==> config.mk <==
export PLATFORM = sky130hd
export DESIGN_NAME = serial_add_ctrl
export DESIGN_NICKNAME = d
export VERILOG_FILES = /design/src/rtl/serial_add_pkg.sv /design/src/rtl/fa.sv /design/src/rtl/serial_add_ctrl.sv
export SDC_FILE = /design/constraint.sdc
export NUM_CORES = 1
export LEC_CHECK = 0
export BUFFER_PORTS_ARGS = -buffer_cell sky130_fd_sc_hd__buf_2
export CAP_MARGIN = 40
export CORE_ASPECT_RATIO = 1.25
export CORE_MARGIN = 3
export CORE_UTILIZATION = 57
export DETAILED_ROUTE_END_ITERATION = 10
export PLACE_DENSITY = 0.89
export SKIP_CTS_REPAIR_TIMING = 1
export SLEW_MARGIN = 30
export SYNTH_ARGS = -nofsm -noshare
export SYNTH_HDL_FRONTEND = slang
export SYNTH_SLANG_ARGS = --single-unit
export TNS_END_PERCENT = 50
==> constraint.sdc <==
create_clock -name clk -period 4.3 [get_ports clk]
set_clock_uncertainty 0.2 [all_clocks]
set_input_delay 0.215 -clock clk [delete_from_list [all_inputs] [get_ports clk]]
set_output_delay 0.215 -clock clk [all_outputs]
set_load 0.02 [all_outputs]
==> src/rtl/serial_add_pkg.sv <==
// Shared types and defaults for the bit-serial adder/subtractor controller.
package serial_add_pkg;

  localparam int unsigned DEFAULT_WIDTH = 8;

  typedef enum logic [1:0] {
    IDLE = 2'd0,
    RUN  = 2'd1,
    DONE = 2'd2
  } state_t;

endpackage

==> src/rtl/fa.sv <==
// Single-bit full adder cell.
module fa (
  input  logic a,
  input  logic b,
  input  logic c,
  output logic sum,
  output logic carry
);

  assign sum   = a ^ b ^ c;
  assign carry = (a & b) | (c & (a ^ b));

endmodule

==> src/rtl/serial_add_ctrl.sv <==
// Bit-serial add/subtract controller: one fa cell reused LSB-first over WIDTH cycles.
module serial_add_ctrl
  import serial_add_pkg::*;
#(
  parameter  int unsigned WIDTH = DEFAULT_WIDTH,
  localparam int unsigned CNT_W = $clog2(WIDTH)
) (
  input  logic             clk,
  input  logic             rst,
  input  logic             start,
  input  logic             sub,
  input  logic [WIDTH-1:0] op_a,
  input  logic [WIDTH-1:0] op_b,
  input  logic             cin,
  output logic             busy,
  output logic             done,
  output logic [WIDTH-1:0] result,
  output logic             cout
);

  state_t             state, state_nx;
  logic               accept;
  logic [WIDTH-1:0]   a_sh, b_sh, res_sh;
  logic               carry;
  logic [CNT_W-1:0]   cnt;
  logic               last_bit;
  logic               fa_sum, fa_carry;

  fa u_fa (
    .a     (a_sh[0]),
    .b     (b_sh[0]),
    .c     (carry),
    .sum   (fa_sum),
    .carry (fa_carry)
  );

  assign last_bit = (cnt == CNT_W'(WIDTH - 1));
  assign busy     = (state == RUN);
  assign done     = (state == DONE);

  always_comb begin
    state_nx = state;
    accept   = 1'b0;
    case (state)
      IDLE: begin
        if (start) begin
          accept   = 1'b1;
          state_nx = RUN;
        end
      end
      RUN: begin
        if (last_bit) state_nx = DONE;
      end
      DONE: begin
        accept   = start;
        state_nx = start ? RUN : IDLE;
      end
      default: state_nx = IDLE;
    endcase
  end

  always_ff @(posedge clk) begin
    if (rst) state <= IDLE;
    else     state <= state_nx;
  end

  // Subtraction is a + ~b + 1: invert B at load and force the initial carry.
  always_ff @(posedge clk) begin
    if (rst) begin
      a_sh   <= '0;
      b_sh   <= '0;
      res_sh <= '0;
      carry  <= 1'b0;
      cnt    <= '0;
      result <= '0;
      cout   <= 1'b0;
    end else if (accept) begin
      a_sh   <= op_a;
      b_sh   <= sub ? ~op_b : op_b;
      carry  <= sub ? 1'b1 : cin;
      cnt    <= '0;
      res_sh <= '0;
    end else if (state == RUN) begin
      a_sh   <= a_sh >> 1;
      b_sh   <= b_sh >> 1;
      res_sh <= {fa_sum, res_sh[WIDTH-1:1]};
      carry  <= fa_carry;
      cnt    <= cnt + 1'b1;
      if (last_bit) begin
        result <= {fa_sum, res_sh[WIDTH-1:1]};
        cout   <= fa_carry;
      end
    end
  end

endmodule
==> impl_metrics.env, run 1 <==
export IMPL_outcome="complete, no violations"
export IMPL_timing_setup_critical_path_class="reg -> out"
export IMPL_switching_part_of_the_total=0.259
export IMPL_finalHoldWorstSlack_ps=3.01
export IMPL_design_portCount=32
export IMPL_slew_headroom=0.512
export IMPL_critical_path_slowest_cell="sky130_fd_sc_hd__dfxtp_1"
export IMPL_netlist_cell_type_count=26
export IMPL_share_of_final_layout_standard_cells_stronger_than_drive_strength_1=0.230
export IMPL_combinational_cell_fraction_of_total_power=0.150
export IMPL_worstMarginPinSlew_ps=732
export IMPL_placed_cells=235
export IMPL_finalWeightedCongestion=0.733
export IMPL_route_top_layer_used="met4"
export IMPL_grt_first_pass_wirelength_um=5030
export IMPL_postSynthAreaPerCell_sq_um=8.81
export IMPL_clock_sink_count=38
export IMPL_timing_max_cap_violations=0
export IMPL_rsz0062_at_grt="no"
export IMPL_grt_max_degree=36
export IMPL_route_met2_wl_um=1560
export IMPL_cp_data_arrival_time_ps=1810
export IMPL_drt_first_pass_iters=4
export IMPL_finalPower_mw=0.654
export IMPL_share_clk_of_total_power=0.269
export IMPL_worstPathRequired_ps=3880
export IMPL_detailedPlacementHpwl_um=2040
export IMPL_route_vias_total=1343
export IMPL_die_area_sq_mm=0.00352
export IMPL_fin_tns_setup_ps=0
export IMPL_worst_setup_hold_path_clk_slew_ps=100
export IMPL_post_route_wl_um=3000
export IMPL_groute_usage_overall=0.194
export IMPL_setup_violations_final=0
export IMPL_final_util=0.681
export IMPL_finalCritPeriodShare=0.518
export IMPL_power_frac_seq=0.580
export IMPL_global_route_overflow=0
export IMPL_clock_root_buffer="sky130_fd_sc_hd__clkbuf_4"
export IMPL_yosysWarningCount=0
export IMPL_final_period_minus_worst_setup_slack_ps=2230
export IMPL_first_iter_violations=21
export IMPL_finalMaxSlewViolations=0
export IMPL_ctsLongestPathBuffers=2
export IMPL_synth_seq_cells=38
export IMPL_grt_pass1_vias=1249
export IMPL_synth_edf_count=0
export IMPL_proportion_of_synthesized_chip_area_in_sequential_cells=0.469
export IMPL_core_region_area_sq_mm=0.00271
export IMPL_die_y_extent_um=65.6
export IMPL_h_tree_level_count=2
export IMPL_initial_utilization=0.599
export IMPL_timing_critical_path_fanout_max=35
export IMPL_fin_cells=247
export IMPL_die_x_um=53.7
export IMPL_p_per_area_mw_per_mm2=355
export IMPL_crit_path_cell_trace="nand2b_1 -> buf_8 -> inv_4 -> buf_2"
export IMPL_layout_common_cells="sky130_fd_sc_hd__dfxtp_1, sky130_fd_sc_hd__nand2_1, sky130_fd_sc_hd__buf_2, sky130_fd_sc_hd__a21oi_1, sky130_fd_sc_hd__nand3_1"
export IMPL_numCtsBuffers=5
export IMPL_p_switching_mw=0.169
export IMPL_syn_instance_count=184
export IMPL_timing_hold_worst_class="in -> reg"
export IMPL_nNetsFinal=238
export IMPL_viasPerCell=5.44
export IMPL_largest_cells_by_area_after_synthesis="sky130_fd_sc_hd__dfxtp_1, sky130_fd_sc_hd__nand2_1, sky130_fd_sc_hd__a21oi_1"
export IMPL_antennaDiodeCount=0
export IMPL_numPortBuffers=31
export IMPL_route_detailed_wl_per_inst_um=12.1
export IMPL_clock_insertion_delay_worst_skew_ps=330
export IMPL_async_flop_share=0
export IMPL_start_kind="flop"
export IMPL_netlist_area_leader_share=0.469
export IMPL_timing_critical_path_slowest_cell_delay_ps=400
export IMPL_ys_dominant_reg_cell="sky130_fd_sc_hd__dfxtp_1"
export IMPL_met3RoutedLength_um=170
export IMPL_filler_cells_inserted=236
export IMPL_hold_violations=0
export IMPL_vdd_ir_drop_worst_uv=234
export IMPL_antenna_violating_nets_post_route=0
export IMPL_power_leakage_nw=0.719
export IMPL_syn_num_nets=208
export IMPL_post_synthesis_cell_area_sq_mm=0.00162
export IMPL_area_growth_pct=13.7
export IMPL_fp_row_count=21
export IMPL_p_int_mw=0.485
export IMPL_tritoncts="yes"
export IMPL_antenna_found_initial=0
export IMPL_met1_length_um=1210
export IMPL_end_kind="output port"
export IMPL_route_detailed_drc=0
export IMPL_synth_area_leader_cell="sky130_fd_sc_hd__dfxtp_1"
export IMPL_final_common_cell="sky130_fd_sc_hd__dfxtp_1"
export IMPL_timing_fmax_mhz=449
[critical path: cells and delay by family, from the launching register on]
family / cells / cell delay [ps]
DFF: 1 / 400
and+or+nand+nor: 1 / 310
buffers and inverters: 3 / 750
[cells in the mapped netlist, drive strengths merged (3+ instances only)]
cell type,instances
nor2,4
nand3,14
buf,13
xor2,8
nor3,22
nand2b,3
o22ai,11
nand2,32
clkbuf,3
dfxtp,38
a21oi,22
[logic make-up after synthesis]
| group | synth area share |
|---|---|
| and+or+nand+nor | 0.246 |
| AOI/OAI and AO/OA | 0.137 |
| DFF | 0.469 |
| buffers and inverters | 0.0710 |
| xor gates and xnor gates | 0.0487 |
| adders and majority gates | 0.0278 |
[state kept, by name, indices dropped and copies added (netlist names)]
name    cells
a_sh        8
b_sh        8
carry       1
cnt         3
cout        1
res_sh      7
result      8
state       2
[power groups by stage]
stage	logic [mW]	registers, mW	clock network, mW
detailed placement	0.0946	0.388	0
global route	0.110	0.383	0.200
CTS	0.0949	0.380	0.184
finish	0.0984	0.380	0.176
global placement	0.0884	0.387	0
floorplan	0.0803	0.386	0
[final timing paths]
check / startpoint / end / slack (ps) / cells past startpoint
max: state[0] / busy / 2070 / 4
min reg2reg: result[5] / result[5] / 250 / 2
min: op_a[2] / a_sh[2] / 3 / 3
max reg2reg: state[0] / a_sh[6] / 2380 / 5
[per-layer routing]
layer,vias up,GRT usage
li1,696,-
met1,600,0.207
met2,41,0.329
met3,6,0.0771
met4,0,0.0767
met5,-,0
[through the flow]
stage	setup slack (ps)	cell area [sq um]
after floorplan	2900	1620
after global placement	2160	1710
after detailed placement	2410	1730
after CTS	2050	1780
after global routing	1920	1840
final	2070	1840
[cell type report]
class | count | area (sq um) | area share
tap | 34 | 42.5 | 0.0231
timing repair buffer | 39 | 238 | 0.129
clock buffer | 6 | 51.3 | 0.0278
sequential | 38 | 761 | 0.413
multi-input combinational | 129 | 744 | 0.404
inverter | 1 | 6.26 | 0.00339
No activity file was read; power rests on OpenSTA's default activity.
==> inputs of run 2 (changes only) <==
--- a/config.mk
+++ b/config.mk
@@ -9,9 +9,9 @@
 export CAP_MARGIN = 40
 export CORE_ASPECT_RATIO = 1.25
 export CORE_MARGIN = 3
-export CORE_UTILIZATION = 57
+export CORE_UTILIZATION = 48
 export DETAILED_ROUTE_END_ITERATION = 10
-export PLACE_DENSITY = 0.89
+export PLACE_DENSITY = 0.81
 export SKIP_CTS_REPAIR_TIMING = 1
 export SLEW_MARGIN = 30
 export SYNTH_ARGS = -nofsm -noshare
==> constraint.sdc (replaced) <==
create_clock -name clk -period 1.8 [get_ports clk]
set_clock_uncertainty 0.2 [all_clocks]
set_input_delay 0.09 -clock clk [delete_from_list [all_inputs] [get_ports clk]]
set_output_delay 0.09 -clock clk [all_outputs]
set_load 0.02 [all_outputs]
==> impl_metrics.env, run 2 (synthesis gave the netlist of run 1 again) <==
export IMPL_outcome="complete, no violations"
export IMPL_die_x_um=58.0
export IMPL_h_tree_level_count=2
export IMPL_finalWeightedCongestion=0.719
export IMPL_rsz0062_at_grt="no"
export IMPL_route_detailed_drc=0
export IMPL_worst_setup_hold_path_clk_slew_ps=100
export IMPL_vdd_ir_drop_worst_uv=641
export IMPL_critical_path_slowest_cell="sky130_fd_sc_hd__dfxtp_1"
export IMPL_start_kind="flop"
export IMPL_numCtsBuffers=5
export IMPL_clock_root_buffer="sky130_fd_sc_hd__clkbuf_4"
export IMPL_grt_pass1_vias=1187
export IMPL_grt_first_pass_wirelength_um=5270
export IMPL_fin_tns_setup_ps=0
export IMPL_layout_common_cells="sky130_fd_sc_hd__dfxtp_1, sky130_fd_sc_hd__nand2_1, sky130_fd_sc_hd__buf_2, sky130_fd_sc_hd__a21oi_1, sky130_fd_sc_hd__dlygate4sd3_1"
export IMPL_fin_cells=266
export IMPL_largest_registers="a_sh (8), b_sh (8), result (8)"
export IMPL_area_growth_pct=23.3
export IMPL_nNetsFinal=255
export IMPL_final_period_minus_worst_setup_slack_ps=1670
export IMPL_detailedPlacementHpwl_um=2060
export IMPL_antenna_found_initial=0
export IMPL_final_util=0.648
export IMPL_numPortBuffers=31
export IMPL_ctsLongestPathBuffers=2
export IMPL_crit_path_cell_trace="nand2b_1 -> inv_6 -> buf_2"
export IMPL_cp_data_arrival_time_ps=1380
export IMPL_setup_violations_final=0
export IMPL_core_region_area_sq_mm=0.00308
export IMPL_timing_setup_critical_path_class="reg -> out"
export IMPL_final_common_cell="sky130_fd_sc_hd__dfxtp_1"
export IMPL_finalHoldWorstSlack_ps=48.4
export IMPL_die_y_extent_um=71.0
export IMPL_placed_cells=242
export IMPL_end_kind="output port"
export IMPL_route_detailed_wl_per_inst_um=12.7
export IMPL_hold_violations=0
export IMPL_clock_sink_count=38
export IMPL_global_route_overflow=0
export IMPL_finalMaxSlewViolations=0
export IMPL_post_route_wl_um=3380
export IMPL_viasPerCell=5.24
export IMPL_timing_fmax_mhz=598
export IMPL_share_of_final_layout_standard_cells_stronger_than_drive_strength_1=0.235
export IMPL_first_iter_violations=68
export IMPL_grt_max_degree=36
export IMPL_antennaDiodeCount=0
export IMPL_drt_first_pass_iters=4
export IMPL_fp_row_count=22
export IMPL_tritoncts="yes"
export IMPL_finalCritPeriodShare=0.929
export IMPL_worstMarginPinSlew_ps=422
export IMPL_p_per_area_mw_per_mm2=803
export IMPL_antenna_violating_nets_post_route=0
export IMPL_timing_hold_worst_class="in -> reg"
export IMPL_initial_utilization=0.526
export IMPL_slew_headroom=0.719
export IMPL_critical_path_n_buffers_inverters=2
export IMPL_timing_critical_path_slowest_cell_delay_ps=410
export IMPL_clock_insertion_delay_worst_skew_ps=340
export IMPL_timing_max_cap_violations=0
export IMPL_die_area_sq_mm=0.00411
export IMPL_timing_critical_path_fanout_max=35
export IMPL_path_delay_family="buffers and inverters"
export IMPL_power_leakage_nw=0.790
export IMPL_route_vias_total=1395
export IMPL_groute_usage_overall=0.165
export IMPL_worstPathRequired_ps=1510
export IMPL_design_portCount=32
[run 2: area by class of cell]
cell class	count	area, sq um
inverter	1	8.76
sequential	38	761
clock buffer	6	51.3
multi-input combinational	129	744
tap	36	45.0
timing repair buffer	56	388
fill	255	1080
[run 2: stage by stage]
stage                     worst slack (ps)  cell area [sq um]  power, mW
after floorplan                        405               1620       1.11
after global placement                 311               1760       1.16
after detailed placement               269               1760       1.16
after CTS                             59.8               1820       1.58
after global routing                  34.3               2000       1.68
final                                  127               2000       1.60
[run 2: metal layers]
metal	global-route usage	routed length, um	vias to the layer above
met3	0.0456	151	6
met1	0.206	1510	632
li1	-	-	724
met5	0	0	-
met4	0.0851	75	0
met2	0.258	1650	33
[run 2: tightest hold or removal path: stages]
cell and delay [ps]:
sky130_fd_sc_hd__buf_2 190, sky130_fd_sc_hd__o21ai_0 190, sky130_fd_sc_hd__a31oi_1 80
[run 2: report_power, final]
group          total, mW  switching (mW)  internal (mW)  leakage (nW)
Clock              0.431           0.255          0.176        0.0302
Sequential         0.907          0.0244          0.883         0.310
Combinational      0.267           0.144          0.123         0.449
[run 2: final timing paths]
path | start | endpoint | slack [ps] | cells after the start
min reg2reg | result[0] | result[0] | 260 | 2
max reg2reg | cnt[0] | result[1] | 280 | 5
min | sub | carry | 50 | 3
max | state[0] | busy | 130 | 3
==> inputs of run 3 (changes only) <==
--- a/config.mk
+++ b/config.mk
@@ -7,7 +7,7 @@
 export LEC_CHECK = 0
 export BUFFER_PORTS_ARGS = -buffer_cell sky130_fd_sc_hd__buf_2
 export CAP_MARGIN = 40
-export CORE_ASPECT_RATIO = 1.25
+export CORE_ASPECT_RATIO = 0.6
 export CORE_MARGIN = 3
 export CORE_UTILIZATION = 48
 export DETAILED_ROUTE_END_ITERATION = 10
==> impl_metrics.env, run 3 (synthesis gave the netlist of run 1 again) <==
export IMPL_worstMarginPinSlew_ps=408
export IMPL_final_period_minus_worst_setup_slack_ps=1700
export IMPL_final_common_cell="sky130_fd_sc_hd__dfxtp_1"
export IMPL_grt_max_degree=36
export IMPL_outcome="complete, no violations"
export IMPL_finalMaxSlewViolations=0
export IMPL_p_int_mw=1.30
export IMPL_timing_fmax_mhz=589
export IMPL_rsz0062_at_grt="no"
export IMPL_route_vias_total=1386
export IMPL_antenna_found_initial=0
export IMPL_switching_part_of_the_total=0.264
export IMPL_detailed_place_area_sq_mm=0.00176
export IMPL_end_kind="output port"
export IMPL_clock_sink_count=38
export IMPL_power_frac_seq=0.513
export IMPL_drt_first_pass_iters=4
export IMPL_r2r_setup_slack_ps=230
export IMPL_die_y_extent_um=51.0
export IMPL_vdd_ir_drop_worst_uv=484
export IMPL_post_route_wl_um=3430
export IMPL_route_detailed_drc=0
export IMPL_timing_max_cap_violations=0
export IMPL_p_switching_mw=0.468
export IMPL_rr_worst_depth=4
export IMPL_nNetsFinal=249
export IMPL_route_detailed_wl_per_inst_um=12.8
export IMPL_critical_path_slowest_cell="sky130_fd_sc_hd__dfxtp_1"
export IMPL_largest_registers="a_sh (8), b_sh (8), result (8)"
export IMPL_timing_setup_critical_path_class="reg -> out"
export IMPL_numPortBuffers=31
export IMPL_holdPathStages=4
export IMPL_start_kind="flop"
export IMPL_timing_hold_worst_class="in -> reg"
export IMPL_finalCritPeriodShare=0.943
export IMPL_rr_startpoint="state[1]"
export IMPL_core_region_area_sq_mm=0.00304
export IMPL_clock_root_buffer="sky130_fd_sc_hd__clkbuf_8"
export IMPL_worstPathRequired_ps=1510
export IMPL_viasPerCell=5.17
export IMPL_p_per_area_mw_per_mm2=889
export IMPL_min_from="op_b[2]"
export IMPL_initial_utilization=0.533
export IMPL_detailedPlace_worstSlack_ps=247
export IMPL_design_portCount=32
export IMPL_groute_usage_overall=0.169
export IMPL_grt_first_pass_wirelength_um=5210
export IMPL_area_growth_pct=22.9
export IMPL_power_leakage_nw=0.781
export IMPL_die_area_sq_mm=0.00413
export IMPL_share_of_final_layout_standard_cells_stronger_than_drive_strength_1=0.243
export IMPL_final_seq_area_sq_um=761
export IMPL_finalWeightedCongestion=0.749
export IMPL_worst_slack_setup_final_ps=103
export IMPL_detailedPlacementHpwl_um=2220
export IMPL_crit_path_cell_trace="nand2b_1 -> inv_6 -> buf_2"
export IMPL_grt_pass1_vias=1147
export IMPL_timing_critical_path_slowest_cell_delay_ps=380
export IMPL_filler_cells_inserted=280
export IMPL_rr_endpoint="a_sh[6]"
export IMPL_global_route_overflow=0
export IMPL_final_design_area_no_fill_sq_mm=0.00199
export IMPL_clock_insertion_delay_worst_skew_ps=290
export IMPL_fp_row_count=15
export IMPL_setup_violations_final=0
export IMPL_first_iter_violations=174
export IMPL_tritoncts="yes"
export IMPL_cp_data_arrival_time_ps=1410
export IMPL_die_x_um=81.0
export IMPL_numCtsBuffers=5
export IMPL_worst_setup_hold_path_clk_slew_ps=70
export IMPL_combinational_cell_fraction_of_total_power=0.144
export IMPL_worst_hold_path_endpoint="b_sh[2]"
export IMPL_share_clk_of_total_power=0.343
export IMPL_layout_common_cells="sky130_fd_sc_hd__dfxtp_1, sky130_fd_sc_hd__nand2_1, sky130_fd_sc_hd__buf_2, sky130_fd_sc_hd__a21oi_1, sky130_fd_sc_hd__nand3_1"
export IMPL_fin_tns_setup_ps=0
export IMPL_critical_path_n_buffers_inverters=2
export IMPL_path_delay_family="buffers and inverters"
export IMPL_antenna_violating_nets_post_route=0
export IMPL_slew_headroom=0.727
export IMPL_hold_violations=0
export IMPL_ctsLongestPathBuffers=2
export IMPL_antennaDiodeCount=0
export IMPL_final_util=0.655
export IMPL_timing_critical_path_fanout_max=35
export IMPL_multi_input_area_sq_um=744
export IMPL_h_tree_level_count=2
-- run 3: cell type report --
| type | instances | share of cell area |
|---|---|---|
| flip-flops and latches | 38 | 0.382 |
| multi-input cells | 129 | 0.374 |
| repair buffers | 50 | 0.166 |
| clock buffers | 6 | 0.0415 |
| well taps | 42 | 0.0264 |
| clock inverters | 2 | 0.00628 |
| inverters | 1 | 0.00440 |
-- run 3: worst register-to-register path: stages, from the launching register on --
cell,delay (ps)
sky130_fd_sc_hd__dfxtp_1,330
sky130_fd_sc_hd__nand2b_1,320
sky130_fd_sc_hd__buf_4,320
sky130_fd_sc_hd__nand2_1,100
sky130_fd_sc_hd__a311oi_1,230
-- run 3: power groups by stage --
stage | Clock [mW] | Sequential, mW | Combinational, mW
2_1_floorplan | 0 | 0.921 | 0.192
3_3_place_gp | 0 | 0.926 | 0.226
3_5_place_dp | 0 | 0.927 | 0.229
4_1_cts | 0.623 | 0.908 | 0.230
5_1_grt | 0.662 | 0.913 | 0.281
6_report | 0.608 | 0.908 | 0.255
-- run 3: through the flow --
stage / total power [mW] / cells / hold WS (ps)
after floorplan: 1.11 / 184 / 26.0
after global placement: 1.15 / 247 / 134
after detailed placement: 1.16 / 247 / 144
after CTS: 1.76 / 255 / -177
after global routing: 1.86 / 268 / 7.36
final: 1.77 / 268 / 6.95
-- run 3: how the worst max path moves through the flow --
stage / to / from / slack (ps) / cells past startpoint
2_1_floorplan: state[0] / cnt[0] / 400 / 5
3_3_place_gp: cout / cnt[0] / 250 / 5
3_5_place_dp: result[5] / cnt[0] / 250 / 5
4_1_cts: busy / state[0] / 60 / 3
5_1_grt: busy / state[0] / 5 / 3
6_report: busy / state[0] / 100 / 3
-- run 3: metal layers --
| layer | GRT usage | wire (um) | vias up |
|---|---|---|---|
| met5 | 0 | 0 | - |
| met4 | 0.0618 | 30 | 0 |
| met3 | 0.0810 | 221 | 4 |
| met2 | 0.221 | 1380 | 42 |
| met1 | 0.237 | 1800 | 623 |
| li1 | - | - | 717 |
